File: src/rtl/biu_pkg.sv
//==============================================================================
// Module : biu_pkg
// Brief  : Shared constants for the bus interface unit cycle sequencer.
// Rev    : 1.0
//==============================================================================
`default_nettype none

package biu_pkg;

   localparam int ADDR_W_DEF = 20;
   localparam int DATA_W_DEF = 8;

   localparam logic [2:0] S_IDLE = 3'd0;
   localparam logic [2:0] S_T1   = 3'd1;
   localparam logic [2:0] S_T2   = 3'd2;
   localparam logic [2:0] S_T3   = 3'd3;
   localparam logic [2:0] S_TW   = 3'd4;
   localparam logic [2:0] S_T4   = 3'd5;

   localparam logic [7:0] TIMEOUT_FILL = 8'hFF;

endpackage

`default_nettype wire

File: src/rtl/bus_wait_timer.sv
//==============================================================================
// Module : bus_wait_timer
// Brief  : Tw-cycle counter; flags the TW cycle in which WAIT_MAX is reached.
// Rev    : 1.0
//==============================================================================
`default_nettype none

module bus_wait_timer #(
   parameter int WAIT_MAX = 7
) (
   input  logic clk,
   input  logic rst,
   input  logic clear,
   input  logic tick,
   output logic expired
);

   localparam logic [2:0] LIMIT = 3'(WAIT_MAX - 1);

   logic [2:0] cnt;

   always_ff @(posedge clk or posedge rst) begin
      if (rst) begin
         cnt <= 3'd0;
      end else if (clear) begin
         cnt <= 3'd0;
      end else if (tick && cnt != 3'd7) begin
         cnt <= cnt + 3'd1;
      end
   end

   // cnt counts completed Tw cycles, so the WAIT_MAX-th Tw sees LIMIT
   assign expired = tick && (cnt == LIMIT);

endmodule

`default_nettype wire

File: src/rtl/bus_cycle_ctrl.sv
//==============================================================================
// Module : bus_cycle_ctrl
// Brief  : 8086-style T1/T2/T3/Tw/T4 bus-cycle sequencer with registered strobes.
//          Optional Tw timeout enabled by macro BUS_WAIT_TIMEOUT_EN.
// Rev    : 1.0
//==============================================================================
`default_nettype none

module bus_cycle_ctrl
   import biu_pkg::*;
#(
   parameter int ADDR_W   = ADDR_W_DEF,
   parameter int DATA_W   = DATA_W_DEF,
   parameter int WAIT_MAX = 7
) (
   input  logic              clk,
   input  logic              rst,
   input  logic              req_valid,
   output logic              req_ready,
   input  logic              req_wr,
   input  logic [ADDR_W-1:0] req_addr,
   input  logic [DATA_W-1:0] req_wdata,
   input  logic              mem_ready,
   input  logic [DATA_W-1:0] data_in,
   output logic              ale,
   output logic [ADDR_W-1:0] addr_out,
   output logic              rd_n,
   output logic              wr_n,
   output logic              den_n,
   output logic              dt_r,
   output logic [DATA_W-1:0] data_out,
   output logic              rsp_valid,
   output logic [DATA_W-1:0] rsp_data,
   output logic              done,
   output logic              err
);

   logic [2:0]        state;
   logic [2:0]        next_state;
   logic              accept;
   logic              timeout;
   logic              wr_q;
   logic [DATA_W-1:0] wdata_q;

   logic ale_d, rd_n_d, wr_n_d, den_n_d, rsp_valid_d, done_d, err_d;
   logic capture;

   assign req_ready = (state == S_IDLE || state == S_T4) && !rst;
   assign accept    = req_valid && req_ready;

`ifdef BUS_WAIT_TIMEOUT_EN
   bus_wait_timer #(
      .WAIT_MAX (WAIT_MAX)
   ) u_wait_timer (
      .clk     (clk),
      .rst     (rst),
      .clear   (state == S_T2),
      .tick    (state == S_TW),
      .expired (timeout)
   );
`else
   // No timer: TW waits indefinitely; WAIT_MAX has no effect here
   assign timeout = (WAIT_MAX < 0);
`endif

   always_ff @(posedge clk or posedge rst) begin
      if (rst) begin
         state <= S_IDLE;
      end else begin
         state <= next_state;
      end
   end

   always_comb begin
      next_state = S_IDLE;
      case (state)
         S_IDLE:      next_state = accept ? S_T1 : S_IDLE;
         S_T1:        next_state = S_T2;
         S_T2:        next_state = S_T3;
         S_T3, S_TW:  next_state = (mem_ready || timeout) ? S_T4 : S_TW;
         S_T4:        next_state = accept ? S_T1 : S_IDLE;
         default:     next_state = S_IDLE;
      endcase
   end

   // Outputs are registered, so their next values derive from next_state
   always_comb begin
      ale_d       = accept;
      rd_n_d      = 1'b1;
      wr_n_d      = 1'b1;
      den_n_d     = 1'b1;
      if (next_state == S_T2 || next_state == S_T3 || next_state == S_TW) begin
         rd_n_d  = wr_q;
         wr_n_d  = !wr_q;
         den_n_d = 1'b0;
      end
      done_d      = (next_state == S_T4);
      rsp_valid_d = (next_state == S_T4) && !wr_q;
      err_d       = (state == S_TW) && !mem_ready && timeout;
      capture     = (state == S_T3 || state == S_TW) && (next_state == S_T4) && !wr_q;
   end

   always_ff @(posedge clk or posedge rst) begin
      if (rst) begin
         wr_q      <= 1'b0;
         wdata_q   <= '0;
         ale       <= 1'b0;
         addr_out  <= '0;
         rd_n      <= 1'b1;
         wr_n      <= 1'b1;
         den_n     <= 1'b1;
         dt_r      <= 1'b0;
         data_out  <= '0;
         rsp_valid <= 1'b0;
         rsp_data  <= '0;
         done      <= 1'b0;
         err       <= 1'b0;
      end else begin
         ale       <= ale_d;
         rd_n      <= rd_n_d;
         wr_n      <= wr_n_d;
         den_n     <= den_n_d;
         rsp_valid <= rsp_valid_d;
         done      <= done_d;
         err       <= err_d;
         if (accept) begin
            wr_q     <= req_wr;
            wdata_q  <= req_wdata;
            addr_out <= req_addr;
            dt_r     <= req_wr;
         end
         if (state == S_T1 && wr_q) begin
            data_out <= wdata_q;
         end
         if (capture) begin
            rsp_data <= mem_ready ? data_in : DATA_W'(TIMEOUT_FILL);
         end
      end
   end

endmodule

`default_nettype wire

File: config.mk
export PLATFORM = sky130hd
export DESIGN_NAME = bus_cycle_ctrl
export DESIGN_NICKNAME = d
export VERILOG_FILES = /design/src/rtl/biu_pkg.sv /design/src/rtl/bus_wait_timer.sv /design/src/rtl/bus_cycle_ctrl.sv
export SDC_FILE = /design/constraint.sdc
export NUM_CORES = 1
export LEC_CHECK = 0
export CAP_MARGIN = 25
export CELL_PAD_IN_SITES_DETAIL_PLACEMENT = 2
export CELL_PAD_IN_SITES_GLOBAL_PLACEMENT = 2
export CORE_MARGIN = 2
export CORE_UTILIZATION = 28
export DETAILED_ROUTE_END_ITERATION = 7
export MAX_ROUTING_LAYER = met4
export PLACE_DENSITY = 0.81
export SETUP_SLACK_MARGIN = 0.2
export SYNTH_ARGS = -nofsm -noshare
export SYNTH_HDL_FRONTEND = slang
export SYNTH_SLANG_ARGS = --single-unit
File: constraint.sdc
create_clock -name clk -period 2.3 [get_ports clk]
set_input_delay 0.345 -clock clk [delete_from_list [all_inputs] [get_ports clk]]
set_output_delay 0.345 -clock clk [all_outputs]
set_load 0.03 [all_outputs]
==> reports/summary.txt <==
Status -> finished, final reports clean
Initial antenna violation count -> 0
Reg2Reg Depth -> 3
# DRC -> 0
Worst r2r src -> state[2]
Mapped Avg Cell Area -> 15.5 um2
Clock skew -> 0.00603 ns
Crit-path max FO -> 9
Synth area leader -> dfrtp_1
Core Region -> 0.00725 mm2
Die Area -> 0.00819 mm2
Synth Cell Area -> 0.00209 mm2
P_leak -> 1.31 nW
VDD IR max -> 0.497 mV
Pre-CTS setup slack -> 0.236 ns
Final TNS setup -> 0 ns
Mapped Nets -> 176
Fraction of layout cells with a size suffix above 1 -> 0.288
Hpwl dp -> 3.56 mm
Hold Violations, Final -> 0
Initial Util -> 0.289
Boundary Pins -> 86
Synth Instances -> 135
Number of synthesized flops with an enable pin -> 0
Final-report max-slew violation count -> 0
Synthesized flop and latch total -> 54
Sequential power share -> 0.360
Vias/cell -> 4.35
Routed WL -> 4.77 mm
RSZ-0062 raised after global routing -> false
# port buffers -> 84
Final instance area -> 0.00318 mm2
Drt initial violations -> 12
Clock latency on the worst-skew pair -> 0.30 ns
Worst r2r dst -> rsp_data[4]
Power per cell area -> 1490 mW/mm2
Routed WL per cell -> 14.9 um
Int Pwr -> 0.00294 W
Final setup violation count -> 0
WS Path Type -> flop to output port
CTS Buffer Depth -> 2
Hold_buf cts -> 0
Final Wtd Congestion -> 0.687
Sw frac -> 0.378
1st-pass router iterations -> 3
Root Driver -> clkbuf_8
Rel. slew slack -> 0.652
Max_cap viols -> 0
Top cells by area, synth -> dfrtp_1 (61%), mux2_2 (24%), dfstp_2 (3.8%), buf_4 (1.1%), buf_2 (0.96%)
Crit end category -> output port
Synth top area share -> 0.609
First-pass GRT wire length -> 7.90 mm
R2R setup slack -> 0.51 ns
Vias in the first global route -> 1615
Commonest cells in the netlist -> dfrtp_1 (51), mux2_2 (45), buf_2 (4)
Vias -> 1395
CTS Sinks -> 54
Ys flop type -> dfrtp_1
Final worst slack -> 0.358 ns
Worst EP required -> 1.96 ns
Most numerous cell in the Yosys netlist -> dfrtp_1
Site Rows -> 31
Synth Warn # -> 0
Width of the die -> 90.5 um
Overflow after GRT -> 0
Startpoint types -> flop
Worst-path clk slew -> 0.09 ns
Fmax -> 0.515 GHz
Worst Path Arrival -> 1.60 ns
All-layer global routing usage -> 0.126
Post-layout min period -> 1.94 ns
Library cells used by synthesis -> 24
Logic pwr share -> 0.502
Worst slew pin tran -> 0.521 ns
Register area share after synthesis -> 0.647
Net Switching -> 0.00179 W
CTS Buf Count -> 5
Setup Buffers After CTS -> 0
Hold WC Path Type -> input pin to async pin
Area post-placement -> 0.00307 mm2
Largest net degree at the start of global routing -> 31
Diode count -> 0
Die Y -> 90.5 um
Synth async-reset ratio -> 1.00
Final worst-path cycle share -> 0.844
Clk pwr share -> 0.138
Final #Nets -> 263
Synth-to-Final Area Change -> 51.7%
CTS tree -> done
H-tree depth -> 2
DRT antenna net count -> 0
-- kinds of logic (layout without fill, tap and decap cells) --
group,after synthesis,in the layout,share of synthesized area
simple gates,18,18,0.0526
flops,54,54,0.647
compound gates,4,4,0.0173
mux,45,45,0.242
buf+inv,11,98,0.0311
other cells,1,1,0.00179
xor+xnor,2,2,0.00836
-- repair_timing --
action,in CTS,in global routing
endpoints found under the setup margin,1,0
gates resized for setup,1,0
endpoints found under the hold margin,0,0
-- area by class of cell --
class                           instances  area, um2
Inverter                                3       11.3
Tap cell                               99        124
Clock inverter                          1       30.0
Multi-Input combinational cell         70        681
Timing Repair Buffer                   88        895
Sequential cell                        54       1360
Fill cell                             744       4080
Clock buffer                            6       82.6
-- critical path, stage by stage (launching register included) --
cell and delay (ns):
dfrtp_1 0.50, xnor2_1 0.26, and2_1 0.15, dlygate4sd2_1 0.39
-- power groups by stage --
stage                     Combinational (W)  Sequential, W  Clock, W
final                               0.00237        0.00170  0.000650
after global routing                0.00251        0.00178  0.000705
after CTS                           0.00242        0.00172  0.000681
after detailed placement            0.00242        0.00174         0
after global placement              0.00238        0.00170         0
after floorplan                    0.000769        0.00238         0
-- registers in the layout (all words and copies together), names as in the netlist --
signal     cells
addr_out      20
data_out       8
rsp_data       8
wdata_q        8
state          3
ale            1
den_n          1
done           1
dt_r           1
rd_n           1
rsp_valid      1
wr_n           1
-- layer usage --
layer  track usage  part of all wire
met4        0.0423             0.010
met5             -                 0
met2         0.223              0.53
met3        0.0409             0.067
met1         0.132              0.39
-- worst max path at each step --
stage / from / to / slack, ns / cells after the start
3_3_place_gp: rst / req_ready / 0.27 / 4
6_report: state[0] / req_ready / 0.36 / 3
5_1_grt: state[0] / req_ready / 0.25 / 3
3_5_place_dp: rst / req_ready / 0.24 / 4
4_1_cts: state[0] / req_ready / 0.31 / 3
2_1_floorplan: rst / addr_out[0] / 0.65 / 1
-- cell usage in the layout, fill, tap and decap left out --
| cell type | n |
|---|---|
| dfrtp_1 | 51 |
| clkdlybuf4s50_1 | 83 |
| inv_1 | 2 |
| mux2_2 | 45 |
| xnor2_1 | 2 |
| nand3b_1 | 1 |
| o211ai_1 | 1 |
| clkbuf_8 | 6 |
| nand2_1 | 3 |
| conb_1 | 1 |
| nor2_1 | 3 |
| nand2b_1 | 2 |
| nor2b_1 | 2 |
| buf_4 | 2 |
| dlygate4sd2_1 | 1 |
| and2_1 | 2 |
| inv_2 | 1 |
| dfstp_2 | 3 |
| nand3_1 | 1 |
| or4b_2 | 1 |
| and3_1 | 1 |
| bufinv_16 | 1 |
| a21oi_1 | 1 |
| nor4bb_2 | 1 |
| o31ai_1 | 1 |
| a21oi_4 | 1 |
| or3b_4 | 1 |
| buf_12 | 2 |
-- through the flow --
step,total power [W],std cells,hold WS (ns),utilization
6_report,0.00473,321,0.434,0.438
5_1_grt,0.00500,321,0.487,0.438
3_5_place_dp,0.00416,314,0.496,0.423
4_1_cts,0.00482,321,0.457,0.438
3_3_place_gp,0.00408,314,0.483,0.423
2_1_floorplan,0.00315,135,0.474,-
Note: power is estimated with default switching activity, not from simulation.
